`config.mk`:
```
export PLATFORM = sky130hd
export DESIGN_NAME = instr_fetch_unit_flat
export DESIGN_NICKNAME = d
export VERILOG_FILES = /design/src/rtl/instr_fetch_unit_if.sv /design/src/rtl/instr_fetch_unit.sv /design/src/flat_wrapper.sv
export SDC_FILE = /design/constraint.sdc
export NUM_CORES = 1
export LEC_CHECK = 0
export BUFFER_PORTS_ARGS = -buffer_cell sky130_fd_sc_hd__clkbuf_2
export CORE_MARGIN = 5
export CORE_UTILIZATION = 40
export CTS_BUF_LIST = sky130_fd_sc_hd__clkbuf_4
export DETAILED_ROUTE_END_ITERATION = 8
export MAX_ROUTING_LAYER = met4
export SETUP_SLACK_MARGIN = 0.15
export SLEW_MARGIN = 20
export SYNTH_ARGS = -nofsm -noshare
export SYNTH_HDL_FRONTEND = slang
export SYNTH_SLANG_ARGS = --single-unit
```
`constraint.sdc`:
```
create_clock -name clk -period 2.2 [get_ports clk]
set_input_delay 0.33 -clock clk [delete_from_list [all_inputs] [get_ports clk]]
set_output_delay 0.33 -clock clk [all_outputs]
set_load 0.05 [all_outputs]
```
`src/rtl/instr_fetch_unit_if.sv`:
```
// Fetch-stage bus bundle: imem read port, redirect inputs, decode outputs.
// master = fetch unit; slave = environment (imem + decode + redirect source).
interface instr_fetch_unit_if #(
  parameter int PC_W    = 8,
  parameter int INSTR_W = 20
);
  logic               imem_req;
  logic [PC_W-1:0]    imem_addr;
  logic [INSTR_W-1:0] imem_rdata;
  logic               stall;
  logic               jump_en;
  logic [PC_W-1:0]    jump_address;
  logic               branch_en;
  logic [PC_W-1:0]    branch_pc;
  logic [7:0]         branch_offset;
  logic [INSTR_W-1:0] instruction;
  logic [PC_W-1:0]    instr_pc;
  logic               instr_valid;

  modport master (
    output imem_req, imem_addr,
    output instruction, instr_pc, instr_valid,
    input  imem_rdata, stall,
    input  jump_en, jump_address,
    input  branch_en, branch_pc, branch_offset
  );

  modport slave (
    input  imem_req, imem_addr,
    input  instruction, instr_pc, instr_valid,
    output imem_rdata, stall,
    output jump_en, jump_address,
    output branch_en, branch_pc, branch_offset
  );
endinterface

```
`src/rtl/instr_fetch_unit.sv`:
```
// Fetch stage: 8-bit PC, 1-cycle sync imem, 1-entry skid, jump/branch redirect.
// Ports: clk, rst_n (async active-low), bus (instr_fetch_unit_if.master).
module instr_fetch_unit #(
  parameter int              PC_W     = 8,
  parameter int              INSTR_W  = 20,
  parameter logic [PC_W-1:0] RESET_PC = '0
) (
  input logic                clk,
  input logic                rst_n,
  instr_fetch_unit_if.master bus
);

  typedef enum logic [1:0] {
    BOOT,
    RUN,
    HOLD
  } state_t;

  typedef struct packed {
    logic [INSTR_W-1:0] instr;
    logic [PC_W-1:0]    pc;
  } slot_t;

  state_t          state;
  state_t          state_nx;
  logic [PC_W-1:0] pc;
  logic [PC_W-1:0] inflight_pc;
  logic [PC_W-1:0] br_off;
  logic [PC_W-1:0] br_target;
  logic [PC_W-1:0] target;
  logic            inflight;
  logic            skid_valid;
  logic            valid;
  logic            redirect;
  logic            req;
  logic            accept;
  slot_t           out_q;
  slot_t           skid_q;
  slot_t           fill;

  assign redirect  = bus.jump_en | bus.branch_en;
  assign br_off    = PC_W'($signed(bus.branch_offset));
  assign br_target = bus.branch_pc + PC_W'(1) + br_off;
  // branch is the older instruction, so it wins over jump
  assign target    = bus.branch_en ? br_target
                                   : bus.jump_address;

  assign accept = ~valid | ~bus.stall;
  assign req    = (state != BOOT) & ~redirect
                & ~(valid & bus.stall);
  assign fill   = '{instr: bus.imem_rdata, pc: inflight_pc};

  assign bus.imem_req    = req;
  assign bus.imem_addr   = pc;
  assign bus.instruction = out_q.instr;
  assign bus.instr_pc    = out_q.pc;
  assign bus.instr_valid = valid;

  always_comb begin
    state_nx = state;
    unique case (state)
      BOOT: state_nx = RUN;
      RUN: begin
        if (!redirect && valid && bus.stall)
          state_nx = HOLD;
      end
      HOLD: begin
        if (redirect || !bus.stall)
          state_nx = RUN;
      end
      default: state_nx = BOOT;
    endcase
  end

  always_ff @(posedge clk or negedge rst_n) begin
    if (!rst_n) begin
      state       <= BOOT;
      pc          <= RESET_PC;
      inflight    <= 1'b0;
      inflight_pc <= '0;
    end else begin
      state    <= state_nx;
      inflight <= req;
      if (redirect) begin
        pc <= target;
      end else if (req) begin
        pc          <= pc + PC_W'(1);
        inflight_pc <= pc;
      end
    end
  end

  // Skid drains ahead of the returning word, keeping program order.
  always_ff @(posedge clk or negedge rst_n) begin
    if (!rst_n) begin
      valid      <= 1'b0;
      out_q      <= '0;
      skid_valid <= 1'b0;
      skid_q     <= '0;
    end else if (redirect) begin
      valid      <= 1'b0;
      skid_valid <= 1'b0;
    end else if (accept && skid_valid) begin
      out_q      <= skid_q;
      valid      <= 1'b1;
      skid_valid <= inflight;
      if (inflight)
        skid_q <= fill;
    end else if (accept && inflight) begin
      out_q <= fill;
      valid <= 1'b1;
    end else if (accept) begin
      valid <= 1'b0;
    end else if (inflight) begin
      skid_q     <= fill;
      skid_valid <= 1'b1;
    end
  end

endmodule
```
`src/flat_wrapper.sv`:
```
// flat-port wrapper written by rule: the top's interface ports become plain ports
module instr_fetch_unit_flat 
#(
  parameter int              PC_W     = 8,
  parameter int              INSTR_W  = 20,
  parameter logic [PC_W-1:0] RESET_PC = '0
)
  (clk, rst_n, bus_imem_req, bus_imem_addr, bus_instruction, bus_instr_pc, bus_instr_valid, bus_imem_rdata, bus_stall, bus_jump_en, bus_jump_address, bus_branch_en, bus_branch_pc, bus_branch_offset);
  instr_fetch_unit_if #(.PC_W(PC_W), .INSTR_W(INSTR_W)) bus_i ();
  input logic clk;
  input logic rst_n;
  output wire logic [$bits(bus_i.imem_req)-1:0] bus_imem_req;
  output wire logic [$bits(bus_i.imem_addr)-1:0] bus_imem_addr;
  output wire logic [$bits(bus_i.instruction)-1:0] bus_instruction;
  output wire logic [$bits(bus_i.instr_pc)-1:0] bus_instr_pc;
  output wire logic [$bits(bus_i.instr_valid)-1:0] bus_instr_valid;
  input wire logic [$bits(bus_i.imem_rdata)-1:0] bus_imem_rdata;
  input wire logic [$bits(bus_i.stall)-1:0] bus_stall;
  input wire logic [$bits(bus_i.jump_en)-1:0] bus_jump_en;
  input wire logic [$bits(bus_i.jump_address)-1:0] bus_jump_address;
  input wire logic [$bits(bus_i.branch_en)-1:0] bus_branch_en;
  input wire logic [$bits(bus_i.branch_pc)-1:0] bus_branch_pc;
  input wire logic [$bits(bus_i.branch_offset)-1:0] bus_branch_offset;
  assign bus_imem_req = bus_i.imem_req;
  assign bus_imem_addr = bus_i.imem_addr;
  assign bus_instruction = bus_i.instruction;
  assign bus_instr_pc = bus_i.instr_pc;
  assign bus_instr_valid = bus_i.instr_valid;
  assign bus_i.imem_rdata = bus_imem_rdata;
  assign bus_i.stall = bus_stall;
  assign bus_i.jump_en = bus_jump_en;
  assign bus_i.jump_address = bus_jump_address;
  assign bus_i.branch_en = bus_branch_en;
  assign bus_i.branch_pc = bus_branch_pc;
  assign bus_i.branch_offset = bus_branch_offset;
  instr_fetch_unit #(.PC_W(PC_W), .INSTR_W(INSTR_W), .RESET_PC(RESET_PC)) u_core (.clk(clk), .rst_n(rst_n), .bus(bus_i));
endmodule
```
==> impl_results.md <==
- DRC: 0
- CTS tree: done
- R2R cell count: 6
- Die width: about 110 um
- Initial antenna violation count: 0
- Clk slew on worst S/H paths: ~130 ps
- Critical path's largest stage delay: 470 ps
- Max Slew Vio Count: 0
- FF-to-FF Start: u_core.bus.imem_addr[2]
- Setup TNS Final: 0 ps
- Worst-case vdd ir drop: between 200 and 250 uV
- Root buffer cell: clkbuf_4
- Syn Nets: 379
- Cts bufs inserted: 9
- Initial core utilization: roughly two fifths
- Number of nets in the layout: between 400 and 500
- Drt initial violations: 56
- Row count: 35
- Seq cells post-synth: 77
- IO buf count: 86
- Register area share after synthesis: between 50% and 60%
- Post-DP HPWL: between 5000 and 6000 um
- Hold path endpoint: u_core.skid_q[10]
- Grt ovf: 0
- Pwr Total: ~3800 uW
- Fill count: a little under 900
- Chip height: 106 um
- WP data required: around 1900 ps
- Cell at the slowest stage of the critical path: dfrtp_2
- Layout cells sized above 1: a little under a third
- Dominant cell by count in the synthesized netlist: dfrtp_1
- # IOs: 87
- FFs w/ async S/R, synth: 100%
- Synthesized cell area: approximately 0.0037 mm2
- Largest net degree at the start of global routing: 57
- Tcrit/Tclk final: 87.4%
- Status: finished, final reports clean
- GRT Util Overall: between 10% and 20%
- EDFF count, synth: 0
- Clock Latency Late Sink: ~400 ps
- Final min period: 1920 ps
- CP Class: flip-flop to output pin
- Worst Max-Slew Pin Slew: between 400 and 500 ps
- Crit path cell chain: a2bb2oi_4 > nand2_4 > inv_2 > buf_4 > clkbuf_4
- Ys flop type: dfrtp_1
- Post-place setup slack: between 100 and 150 ps
- Sequential cell area: 0.00193 mm2
- HP Class: input port to flip-flop
- Crit start category: flip-flop
- Antenna cells: 0
- WL final: 7260 um
- Via density: a little under 5
- Max Freq: around 520 MHz
- Hold Path Depth: 2
- Hold path start: bus_imem_rdata[2]
- Top cells by area, synth: dfrtp_1, mux2i_1, mux2_1
- Syn-to-layout area delta: 19.9%
- Final Util: between 40% and 50%
- CP max FO: 5
- Vias: roughly 2600
- Core area: slightly above 0.009 mm2
- Maximum buffer depth of the clock tree: 2
- Setup violators final: 0
- Max_slew headroom: just under 70%
- Critical path arrival: ~1600 ps
- Final worst setup slack: ~280 ps
- GPL Wtd Cong: around 0.77
- Multi-input gate area: between 0.0015 and 0.002 mm2
- RSZ-0062 raised after global routing: no
- Clock skew: just over 10 ps
- Crit path from: u_core.bus.instr_valid
- Antenna Violating Nets Remaining: 0
- DP Area: approximately 0.0043 mm2
- Synth cell count leaders: dfrtp_1, a21oi_1, nor2_1, mux2i_1, mux2_1
- H-tree Lvls: 3
- Reg-to-Reg End: u_core.bus.imem_addr[7]
- Yosys warnings: 0
- Die ar.: about 0.011 mm2
- Number of global-route vias before repair: about 2700
- DR WL/cell: about 14 um
- Max cap viols: 0
- Pwr Density: 857 mW/mm2
- Synth Area per Inst: about 12 um2
- Hold Vio Cnt, Final: 0
- Sinks on Clock Net: between 70 and 80
- Post-synth cell types: between 40 and 50
- Design Area, Final: between 0.004 and 0.005 mm2
- Synth Instances: 321
- Yosys top cell by area: dfrtp_1
- Leakage: 0.00212 uW
- Critical Path End Type: output pin
- First-pass DRT Iterations: 4
- Internal reg-to-reg setup slack: 580 ps
- Top cell type's share of synthesized area: approximately 52%
- First-pass GRT wire length: between 10000 and 15000 um
-- flip-flops by register name, indices dropped and copies added (netlist names) --
name	flops
u_core.bus.instr_valid	1
u_core.skid_valid	1
u_core.bus.instr_pc	8
u_core.state	2
u_core.bus.instruction	20
u_core.skid_q	28
u_core.inflight_pc	8
u_core.bus.imem_addr	8
u_core.inflight	1
-- power by group --
| group | leakage, uW | internal [uW] | switching, uW |
|---|---|---|---|
| logic | 0.00109 | 347 | 857 |
| registers | 0.000954 | 1630 | 142 |
| clock network | 0.0000724 | 357 | 480 |
-- logic make-up after synthesis --
| group | Yosys count | share of synthesized area (%) |
|---|---|---|
| buffers and inverters | 22 | 3.61 |
| DFF | 77 | 52.0 |
| AOI/OAI and AO/OA | 59 | 9.85 |
| and+or+nand+nor | 78 | 9.92 |
| muxes | 68 | 19.5 |
| xor gates and xnor gates | 8 | 1.89 |
| adders and majority gates | 9 | 3.24 |
-- cell type report --
class                   instances  share of cell area (%)
repair buffers                 95                    12.5
multi-input cells             222                    37.3
inverters                       7                   0.591
well taps                     111                    3.12
clock inverters                 6                    1.44
clock buffers                  10                    1.69
flip-flops and latches         77                    43.4
-- critical path, delay by kind of cell, from the launching register on --
| family | cells | cell delay (ps) |
|---|---|---|
| and+or+nand+nor | 1 | 70 |
| AOI/OAI and AO/OA | 1 | 170 |
| DFF | 1 | 470 |
| buffers and inverters | 3 | 490 |
-- routing by layer --
metal  routed length (um)  share of wire, %  up-vias  track usage [%]
met5                    0                 0        -                -
met4                  107               1.5        0             5.83
met3                  392               5.4        9             3.16
met2                 3170                44       79             21.1
met1                 3590                49     1212             19.0
li1                     -                 -     1312                -
-- worst max-delay path by stage --
stage | end | slack (ps) | depth (start not counted)
after floorplan | u_core.bus.imem_addr[6] | 340 | 7
after global placement | u_core.bus.imem_addr[6] | 240 | 10
after detailed placement | u_core.bus.imem_addr[6] | 150 | 10
after CTS | bus_imem_req | 190 | 5
after global routing | bus_imem_req | 160 | 5
final | bus_imem_req | 280 | 5
-- layout by cell type (no fill, tap or decap), types with 3 or more instances in the layout --
master and n:
nand3_1 3, nand2_1 16, buf_12 4, clkbuf_2 84, ha_1 8, inv_1 6, a21oi_1 38, o21ai_1 4
buf_4 5, dfrtp_1 74, clkbuf_4 11, dfrtp_2 3, mux2_1 28, and3_1 4, nor2_1 36, mux2_2 7
o21ai_0 4, nor2_4 3, xnor2_1 7, nand2b_1 3, mux2i_1 33
-- metrics by stage --
stage,hold slack (ps),std cells
6_report,154,528
5_1_grt,114,528
4_1_cts,109,528
3_5_place_dp,323,510
2_1_floorplan,34.4,321
3_3_place_gp,327,510
-- timing repair --
action	CTS	global route
endpoints found under the hold margin	35	0
gates resized for setup	1	3
setup buffers	1	0
pin swaps	1	0
setup endpoints to repair	1	1
hold buffers	1	0
Note: power is estimated with default switching activity, not from simulation.
